### src/rtl/qam_pkg.sv
// Shared definitions for the 16QAM stream controller: FSM state encoding,
// default FIFO geometry and the demapped symbol width.
package qam_pkg;
  localparam int SYM_W           = 4;
  localparam int DEF_DEPTH       = 16;
  localparam int DEF_START_LEVEL = 4;

  typedef enum logic [2:0] {
    IDLE   = 3'd0,
    PRIME  = 3'd1,
    STREAM = 3'd2,
    DRAIN  = 3'd3,
    DONE   = 3'd4
  } state_t;
endpackage

### src/rtl/qam_occ_counter.sv
// Up/down occupancy counter shadowing the symbol FIFO fill level; exposes
// both the current and the next count so callers can act on the post-edge value.
module qam_occ_counter #(
  parameter int DEPTH = 16,
  parameter int OCC_W = 5
) (
  input  logic             dclk,
  input  logic             reset,
  input  logic             inc_i,
  input  logic             dec_i,
  output logic [OCC_W-1:0] occ_o,
  output logic [OCC_W-1:0] occ_next_o
);
  logic [OCC_W-1:0] occ_q, occ_d;
  logic             do_inc, do_dec;

  // Guards keep the count inside 0..DEPTH even if a caller misbehaves.
  always_comb begin
    do_inc = inc_i && (occ_q < OCC_W'(DEPTH));
    do_dec = dec_i && (occ_q != '0);
    occ_d  = occ_q;
    if (do_inc && !do_dec) begin
      occ_d = occ_q + OCC_W'(1);
    end else if (do_dec && !do_inc) begin
      occ_d = occ_q - OCC_W'(1);
    end
  end

  always_ff @(posedge dclk or posedge reset) begin
    if (reset) begin
      occ_q <= '0;
    end else begin
      occ_q <= occ_d;
    end
  end

  assign occ_o      = occ_q;
  assign occ_next_o = occ_d;
endmodule

### src/rtl/qam_stream_controller.sv
// Sequences demapped symbols into the symbol FIFO and schedules reads toward
// the consumer. Optional saturating drop counter: define QAM_DROP_COUNT_EN.
module qam_stream_controller
  import qam_pkg::*;
#(
  parameter int DEPTH       = DEF_DEPTH,
  parameter int START_LEVEL = DEF_START_LEVEL,
  parameter int OCC_W       = 5
) (
  input  logic             dclk,
  input  logic             reset,
  input  logic             enable,
  input  logic             sym_valid,
  input  logic             out_ready,
  input  logic             fifo_wfull,
  input  logic             fifo_rdempty,
  output logic             write_enable,
  output logic             read_enable,
  output logic             out_valid,
  output logic             available,
  output logic             complete,
  output logic             overflow,
  output logic [OCC_W-1:0] occupancy,
  output logic [7:0]       drop_count,
  output logic [2:0]       dbg_state
);
  // Handshake: write_enable/read_enable are single-cycle requests that the
  // FIFO honours on the same rising edge; out_valid marks FIFO q one cycle
  // after each read request, with no backpressure on that data path.
  state_t           state_q, state_d;
  logic [OCC_W-1:0] occ, occ_next;
  logic             out_valid_q, available_q, overflow_q;
  logic             wr_phase, rd_phase, drop_evt, start_evt;

  qam_occ_counter #(
    .DEPTH (DEPTH),
    .OCC_W (OCC_W)
  ) u_occ (
    .dclk       (dclk),
    .reset      (reset),
    .inc_i      (write_enable),
    .dec_i      (read_enable),
    .occ_o      (occ),
    .occ_next_o (occ_next)
  );

  always_comb begin
    wr_phase     = (state_q == PRIME) || (state_q == STREAM);
    rd_phase     = (state_q == STREAM) || (state_q == DRAIN);
    write_enable = sym_valid && wr_phase && (occ < OCC_W'(DEPTH)) && !fifo_wfull;
    read_enable  = out_ready && rd_phase && (occ != '0) && !fifo_rdempty;
    drop_evt     = sym_valid && wr_phase && !write_enable;
    start_evt    = (state_q == IDLE) && enable;
  end

  // Disable takes priority over the fill-level transitions so a stop request
  // is never lost behind a PRIME/STREAM handover.
  always_comb begin
    state_d = state_q;
    unique case (state_q)
      IDLE:   if (enable) state_d = PRIME;
      PRIME: begin
        if (!enable) state_d = DRAIN;
        else if (occ_next >= OCC_W'(START_LEVEL)) state_d = STREAM;
      end
      STREAM: begin
        if (!enable) state_d = DRAIN;
        else if (occ_next == '0) state_d = PRIME;
      end
      DRAIN:  if (occ_next == '0) state_d = DONE;
      DONE:   state_d = IDLE;
      default: state_d = IDLE;
    endcase
  end

  always_ff @(posedge dclk or posedge reset) begin
    if (reset) begin
      state_q     <= IDLE;
      out_valid_q <= 1'b0;
      available_q <= 1'b0;
      overflow_q  <= 1'b0;
    end else begin
      state_q     <= state_d;
      out_valid_q <= read_enable;
      available_q <= (occ_next >= OCC_W'(START_LEVEL));
      if (start_evt) overflow_q <= 1'b0;
      else if (drop_evt) overflow_q <= 1'b1;
    end
  end

`ifdef QAM_DROP_COUNT_EN
  logic [7:0] drop_q;
  always_ff @(posedge dclk or posedge reset) begin
    if (reset) begin
      drop_q <= 8'd0;
    end else if (start_evt) begin
      drop_q <= 8'd0;
    end else if (drop_evt && (drop_q != 8'hFF)) begin
      drop_q <= drop_q + 8'd1;
    end
  end
  assign drop_count = drop_q;
`else
  assign drop_count = 8'd0;
`endif

  assign out_valid = out_valid_q;
  assign available = available_q;
  assign overflow  = overflow_q;
  assign complete  = (state_q == DONE);
  assign occupancy = occ;
  assign dbg_state = state_q;
endmodule

### config.mk
export PLATFORM = sky130hd
export DESIGN_NAME = qam_stream_controller
export DESIGN_NICKNAME = d
export VERILOG_FILES = /design/src/rtl/qam_pkg.sv /design/src/rtl/qam_occ_counter.sv /design/src/rtl/qam_stream_controller.sv
export SDC_FILE = /design/constraint.sdc
export NUM_CORES = 1
export LEC_CHECK = 0
export CAP_MARGIN = 20
export CORE_ASPECT_RATIO = 1.5
export CORE_MARGIN = 2
export CORE_UTILIZATION = 34
export CTS_BUF_LIST = sky130_fd_sc_hd__clkbuf_8 sky130_fd_sc_hd__clkbuf_16
export DETAILED_ROUTE_END_ITERATION = 8
export GPL_TIMING_DRIVEN = 0
export PLACE_DENSITY_LB_ADDON = 0.3
export SETUP_SLACK_MARGIN = 0.4
export SLEW_MARGIN = 5
export SYNTH_ARGS = -nofsm -noshare
export SYNTH_HDL_FRONTEND = slang
export SYNTH_SLANG_ARGS = --single-unit
### constraint.sdc
create_clock -name dclk -period 7.33 [get_ports dclk]
set_input_delay 1.466 -clock dclk [delete_from_list [all_inputs] [get_ports dclk]]
set_output_delay 1.466 -clock dclk [all_outputs]
set_load 0.03 [all_outputs]
After elaboration in Yosys (flattened, before gate mapping)
Index checks and enable logic that the tools add are counted.
{"block": "classes", "add_sub_neg": 2, "mul": 0, "n_div": 0, "magnitude_cmp": 2, "eq_ne": 8, "shift": 0, "n_mux": 11, "n_bitwise": 0, "n_reduce_logical": 24}
{"cell": "$mux W3", "n": 6}
{"cell": "$logic_and A1 B1 Y1", "n": 12}
{"cell": "$pmux W3 S4", "n": 1}
{"cell": "$mux W5", "n": 2}
{"cell": "$eq A3 B2 Y1 const B", "n": 2}
{"cell": "$ne A3 B2 Y1 const B", "n": 2}
{"cell": "$add A5 B1 Y5 const B", "n": 1}
{"cell": "$ge A5 B3 Y1 const B", "n": 1}
{"cell": "$logic_not A1 Y1", "n": 5}
{"cell": "$logic_not A5 Y1", "n": 1}
{"cell": "$lt A5 B5 Y1 const B", "n": 1}
{"cell": "$reduce_bool A5 Y1", "n": 1}
{"cell": "$sub A5 B1 Y5 const B", "n": 1}
{"cell": "$reduce_and A4 Y1", "n": 1}
{"cell": "$eq A3 B1 Y1 const B", "n": 1}
{"cell": "$eq A3 B3 Y1 const B", "n": 1}
{"cell": "$logic_not A3 Y1", "n": 1}
{"cell": "$logic_or A1 B1 Y1", "n": 2}
{"cell": "$mux W1", "n": 2}
{"cell": "$ne A2 B1 Y1 const B", "n": 1}
{"cell": "$ne A2 B2 Y1 const B", "n": 1}
{"cell": "$reduce_bool A2 Y1", "n": 1}
{"block": "totals", "reg_bits": 11, "latch_bits": 0, "mem_bits_rw": 0, "mem_bits_ro": 0, "input_bits": 7, "output_inout_bits": 22, "elab_cells": 52, "mem_count": 0}

Depth between registers and ports, before layout
Gate-level depths: netlist of the first run.
{"block": "logic_depth", "depth_word": 14, "depth_mapped": 8, "ltp_nobuf": 8}

Hierarchy
Synthesis of the first run repeated with hierarchy kept, for this count alone.
{"block": "hier_totals", "hier_cells": 83, "area_unflattened_um2": 754.5}
{"module": "qam_stream_controller", "n_inst": 1, "cells_each": 45, "area_each_um2": 410.4, "seq_area_each_um2": 150.1}
{"module": "qam_occ_counter", "n_inst": 1, "cells_each": 38, "area_each_um2": 344.1, "seq_area_each_um2": 125.1}

Worst setup path before layout of the first run
No wires, ideal clock.
{"block": "synth_timing", "path_kind": "input to output", "from": "in fifo_wfull", "to": "out write_enable", "arrival_ns": 2.427, "t_required_ns": 5.864, "setup_slack_ns": 3.437, "stages": 2, "n_path_buf": 0, "path_cell_list": "or4b_4 -> nor2_1"}
{"block": "synth_via", "elab_chain_cells": 2}
{"item": "start: declaration", "line": "qam_stream_controller.sv:15", "source": "input logic fifo_wfull,"}
{"item": "$logic_not A1 Y1", "line": "qam_stream_controller.sv:50", "source": "write_enable = sym_valid && wr_phase && (occ < OCC_W'(DEPTH)) && !fifo_wfull;"}
{"item": "$logic_and A1 B1 Y1", "line": "qam_stream_controller.sv:50"}
{"item": "end: declaration", "line": "qam_stream_controller.sv:17", "source": "output logic write_enable,"}
Every way passes these cells.

Worst setup path in the final report of the first run
{"block": "layout_timing", "from": "in sym_valid", "to": "out write_enable"}
{"block": "layout_via", "elab_chain_cells": 3}
{"item": "start: declaration", "line": "qam_stream_controller.sv:13", "source": "input logic sym_valid,"}
{"item": "$logic_and A1 B1 Y1 (3 in series)", "line": "qam_stream_controller.sv:50"}
Every way passes these cells.

==> flow_summary.html, run 1 <==
<table>
<tr><th>Metric</th><th>Value</th></tr>
<tr><th colspan="2">Status</th></tr>
<tr><td>Outcome</td><td>completed</td></tr>
<tr><th colspan="2">Synth</th></tr>
<tr><td>Main combinational cell family by area after synthesis</td><td>simple AND/OR/NAND/NOR gates</td></tr>
<tr><td>Count of cell types in the netlist</td><td>38</td></tr>
<tr><td>Number of standard cells after synthesis</td><td>84</td></tr>
<tr><td>Mean cell area of the mapped netlist</td><td>9.65 um^2</td></tr>
<tr><td>Basic-gate share of the synthesized area counting and, or, nand and nor cells</td><td>0.236</td></tr>
<tr><td>Synthesized area</td><td>811 um^2</td></tr>
<tr><td>Post-synthesis sequential area ratio</td><td>0.340</td></tr>
<tr><td>Share of synthesized area spent on multiplexers</td><td>0.0278</td></tr>
<tr><td>Post-Synth XOR/XNOR Area</td><td>0.0432</td></tr>
<tr><td>Post-Synth Adder-Cell Area</td><td>0.0309</td></tr>
<tr><td>Fraction of the mapped netlist area in compound gates</td><td>0.187</td></tr>
<tr><td>Number of warning messages in the yosys log</td><td>0</td></tr>
<tr><td>Synthesis-stage register bit count</td><td>11</td></tr>
<tr><th colspan="2">Power and ir drop</th></tr>
<tr><td>Leak pwr</td><td>0.470 nW</td></tr>
<tr><td>Worst-case vdd ir drop</td><td>224 uV</td></tr>
<tr><td>Post-layout total power</td><td>0.446 mW</td></tr>
<tr><td>PwrDens</td><td>401 nW/um^2</td></tr>
<tr><th colspan="2">Worst setup path</th></tr>
<tr><td>Setup CP Type</td><td>primary input to output port</td></tr>
<tr><td>Number of buffers and inverters on the critical path</td><td>2</td></tr>
<tr><td>CP peak stage delay</td><td>700 ps</td></tr>
<tr><td>List of cells traversed by the critical path</td><td>clkdlybuf4s50_1 -&gt; or4b_4 -&gt; nor2_1 -&gt; clkdlybuf4s50_1</td></tr>
<tr><td>R2r startpoint</td><td>u_occ.occ_o[0]</td></tr>
<tr><td>Kind of start point of the critical path</td><td>primary input</td></tr>
<tr><td>Critical path capture point type</td><td>output port</td></tr>
<tr><td>Worst Path Max Fanout</td><td>3</td></tr>
<tr><td>Kind of cell with the highest combined delay on the critical path</td><td>buffers and inverters</td></tr>
<tr><td>Data required time at the worst endpoint</td><td>5860 ps</td></tr>
<tr><td>Endpoint arrival time on the critical path</td><td>3340 ps</td></tr>
<tr><td>Slowest cell on crit path</td><td>clkdlybuf4s50_1</td></tr>
<tr><td>Launch point of the worst path</td><td>sym_valid</td></tr>
<tr><td>Most prevalent standard cell on the critical path</td><td>clkdlybuf4s50_1</td></tr>
<tr><th colspan="2">Routing</th></tr>
<tr><td># DRC</td><td>0</td></tr>
<tr><td>Initial DRT Pass Iterations</td><td>4</td></tr>
<tr><td>DRT antenna net count</td><td>0</td></tr>
<tr><td>Detailed-route vias per instance</td><td>5.25</td></tr>
<tr><td>Final routed wire length divided by cell count</td><td>13.5 um</td></tr>
<tr><td>Via count</td><td>724</td></tr>
<tr><td>Starting DRC count in detailed routing</td><td>6</td></tr>
<tr><td>Aggregate routed wire length</td><td>1.86 mm</td></tr>
<tr><th colspan="2">STA</th></tr>
<tr><td>Post-route setup slack</td><td>2520 ps</td></tr>
<tr><td>Final number of setup-violating endpoints</td><td>0</td></tr>
<tr><td>Worst setup skew after layout</td><td>4.43 ps</td></tr>
<tr><td>Worst slew margin</td><td>0.665</td></tr>
<tr><td>Hold Vio Cnt, Final</td><td>0</td></tr>
<tr><td>Max Clock Freq</td><td>0.208 GHz</td></tr>
<tr><td>Time the worst path needs with I/O delays and setup</td><td>4810 ps</td></tr>
<tr><td>Final-report max-slew violation count</td><td>0</td></tr>
<tr><td>Share of the clock period used by the worst path after layout</td><td>0.656</td></tr>
<tr><td>Worst-margin pin slew</td><td>495 ps</td></tr>
<tr><td>Unrepaired setup endpoints after global routing</td><td>false</td></tr>
<tr><td>Final-layout worst hold slack</td><td>527 ps</td></tr>
<tr><td>Final setup TNS</td><td>0 ps</td></tr>
<tr><th colspan="2">Clock tree</th></tr>
<tr><td>Sink Count</td><td>11</td></tr>
<tr><td>Quantity of hold-fixing buffers added after cts</td><td>0</td></tr>
<tr><td>Level count of the clock H-tree</td><td>1</td></tr>
<tr><td>Num CTS Buffers</td><td>3</td></tr>
<tr><td>CTS clk-pin slew, worst paths</td><td>50 ps</td></tr>
<tr><td>Post-CTS setup buffers</td><td>0</td></tr>
<tr><td>Longest Clk Path Bufs</td><td>2</td></tr>
<tr><td>Total of cells resized after clock tree synthesis</td><td>0</td></tr>
<tr><td>Clock insertion delay at the later pin of the skew report</td><td>250 ps</td></tr>
<tr><td>Cell at the root of the clock tree</td><td>clkbuf_8</td></tr>
<tr><td>Clock tree from TritonCTS</td><td>done</td></tr>
<tr><th colspan="2">Global route</th></tr>
<tr><td>Maximum number of pins on one net before global-route repair</td><td>12</td></tr>
<tr><td>Wire length of the first global-routing pass</td><td>3.25 mm</td></tr>
<tr><td>Global router's overall resource usage</td><td>0.153</td></tr>
<tr><td>Remaining global-route overflow</td><td>0</td></tr>
<tr><td>Vias in the first global route</td><td>742</td></tr>
<tr><td>Antenna violations before repair</td><td>0</td></tr>
<tr><th colspan="2">Flow run</th></tr>
<tr><td>Number of max-capacitance violations reported</td><td>0</td></tr>
<tr><th colspan="2">Finish</th></tr>
<tr><td>Utilization after layout</td><td>0.492</td></tr>
<tr><td>Layout-stage area growth over the synthesis result</td><td>37.2%</td></tr>
<tr><td>Final nets</td><td>125</td></tr>
<tr><td>Share of final-layout standard cells stronger than drive strength 1</td><td>0.209</td></tr>
<tr><td>Antenna cell count</td><td>0</td></tr>
<tr><td>Fill count</td><td>223</td></tr>
<tr><th colspan="2">Floorplanning</th></tr>
<tr><td>Total I/O pin count</td><td>29</td></tr>
<tr><td>Number of cell rows</td><td>21</td></tr>
<tr><td>X dimension of the die</td><td>43.9 um</td></tr>
<tr><td>Standard cell core area</td><td>2260 um^2</td></tr>
<tr><td>Floorplan die area</td><td>2800 um^2</td></tr>
<tr><td>Overall die height</td><td>63.8 um</td></tr>
<tr><td>Effective utilization at floorplan</td><td>0.359</td></tr>
<tr><th colspan="2">Place</th></tr>
<tr><td>Pre-CTS setup slack</td><td>2530 ps</td></tr>
<tr><td>Total half-perimeter wirelength after legalization and detailed placement</td><td>1.47 mm</td></tr>
<tr><td>Count of input and output buffers</td><td>20</td></tr>
<tr><td>Final estimated routing congestion in global placement</td><td>0.727</td></tr>
<tr><th colspan="2">Min path</th></tr>
<tr><td>Start point of the worst hold path</td><td>overflow</td></tr>
<tr><td>Type of the tightest min-delay check</td><td>flop to flop</td></tr>
</table>
==> registers in the layout, summed over array words and instances (netlist names) <==
signal,count
overflow,1
dbg_state,3
u_occ.occ_o,5
out_valid,1
available,1
==> final cells by class <==
cell class	instances	area, um^2	area share
multi-input cells	62	455	0.409
flip-flops and latches	11	275	0.247
repair buffers	20	200	0.180
plain buffers	11	80.1	0.0720
clock buffers	3	41.3	0.0371
well taps	23	28.8	0.0259
inverters	7	26.3	0.0236
clock inverters	1	5.00	0.00450
==> Yosys cell counts (all sizes together) <==
| library cell | number | area share |
|---|---|---|
| a211oi | 1 | 0.025 |
| a21o | 1 | 0.0093 |
| a21oi | 4 | 0.029 |
| a221oi | 1 | 0.011 |
| a22o | 1 | 0.011 |
| a311o | 1 | 0.012 |
| a311oi | 3 | 0.040 |
| a31oi | 1 | 0.0077 |
| a32oi | 1 | 0.011 |
| and3 | 1 | 0.0093 |
| and4bb | 2 | 0.031 |
| buf | 10 | 0.094 |
| clkbuf | 1 | 0.0046 |
| conb | 1 | 0.0046 |
| dfrtp | 11 | 0.34 |
| ha | 2 | 0.031 |
| inv | 7 | 0.032 |
| mux2 | 2 | 0.028 |
| nand2 | 4 | 0.019 |
| nand3b | 1 | 0.0093 |
| nand4bb | 1 | 0.014 |
| nor2 | 8 | 0.037 |
| nor2b | 1 | 0.0077 |
| nor3 | 4 | 0.031 |
| nor4 | 3 | 0.023 |
| nor4b | 2 | 0.022 |
| o2111ai | 1 | 0.011 |
| o2bb2ai | 1 | 0.011 |
| o31ai | 1 | 0.0093 |
| or4b | 2 | 0.034 |
| xnor2 | 3 | 0.032 |
| xor2 | 1 | 0.011 |
==> cells in the final DEF, fill, tap and decap left out, types with 2 or more instances in the layout <==
cell type / Yosys / final
nor3_1: 3 / 3
buf_4: 8 / 8
or4b_4: 2 / 2
ha_1: 2 / 2
nor4b_1: 2 / 2
nand2_1: 4 / 4
a21oi_1: 3 / 3
xnor2_1: 3 / 3
conb_1: 1 / 8
and4bb_2: 2 / 2
nor2_1: 8 / 8
clkbuf_8: 0 / 3
nor4_1: 3 / 3
clkdlybuf4s50_1: 0 / 20
a311oi_1: 2 / 2
inv_1: 7 / 7
dfrtp_1: 11 / 11
==> power by group <==
part | internal, mW | total [mW] | switching, mW
clock | 0.0376 | 0.0633 | 0.0258
combinational | 0.119 | 0.272 | 0.154
sequential | 0.0842 | 0.110 | 0.0262
total | 0.241 | 0.446 | 0.206
==> metal layers <==
layer / track usage / share of wire / up-vias / wire, um
li1: - / - / 353 / -
met4: 0.0795 / 0.027 / 0 / 51
met1: 0.175 / 0.40 / 344 / 736
met3: 0.00847 / 0.036 / 6 / 66
met5: 0 / 0 / - / 0
met2: 0.274 / 0.54 / 21 / 1000
==> stage by stage <==
step / area, um^2 / instances
2_1_floorplan: 837 / 91
3_3_place_gp: 1070 / 134
3_5_place_dp: 1070 / 134
4_1_cts: 1110 / 138
5_1_grt: 1110 / 138
6_report: 1110 / 138
==> kinds of logic after synthesis <==
group / after synthesis
AO/OA/AOI/OAI: 17
XOR/XNOR: 4
adder cells (fa/ha/maj): 2
buffers and inverters: 18
flip-flops: 11
multiplexers: 2
other: 1
AND/OR/NAND/NOR: 29
==> tightest hold or removal path, delay by kind of cell, from the launching register on <==
kind / cells / cell delay (ps)
buffers and inverters: 1 / 50
AO/OA/AOI/OAI: 1 / 50
flip-flops: 1 / 370
==> path summary, 6_finish.rpt <==
| path | end | slack (ps) | depth (start not counted) |
|---|---|---|---|
| min in group asynchronous | available | 1520 | 2 |
| min reg2reg | overflow | 530 | 2 |
| min | overflow | 530 | 2 |
| max reg2reg | dbg_state[0] | 4670 | 8 |
| max in group asynchronous | u_occ.occ_o[1] | 5500 | 2 |
| max | write_enable | 2520 | 4 |
Note: power is estimated with default switching activity, not from simulation.
==> run 2, diff against run 1 <==
==> constraint.sdc (replaced) <==
create_clock -name dclk -period 4 [get_ports dclk]
set_input_delay 0.8 -clock dclk [delete_from_list [all_inputs] [get_ports dclk]]
set_output_delay 0.8 -clock dclk [all_outputs]
set_load 0.03 [all_outputs]
==> results of run 2 <==
Same layout as run 1 (identical final DEF). Status: completed.
Main changes from that run: setup slack after placement 2530 ps -> 528 ps; setup slack after layout 2520 ps -> 525 ps; register-to-register setup slack 4670 ps -> 1340 ps; total power 0.446 mW -> 0.818 mW; worst IR drop on VDD 224 uV -> 411 uV
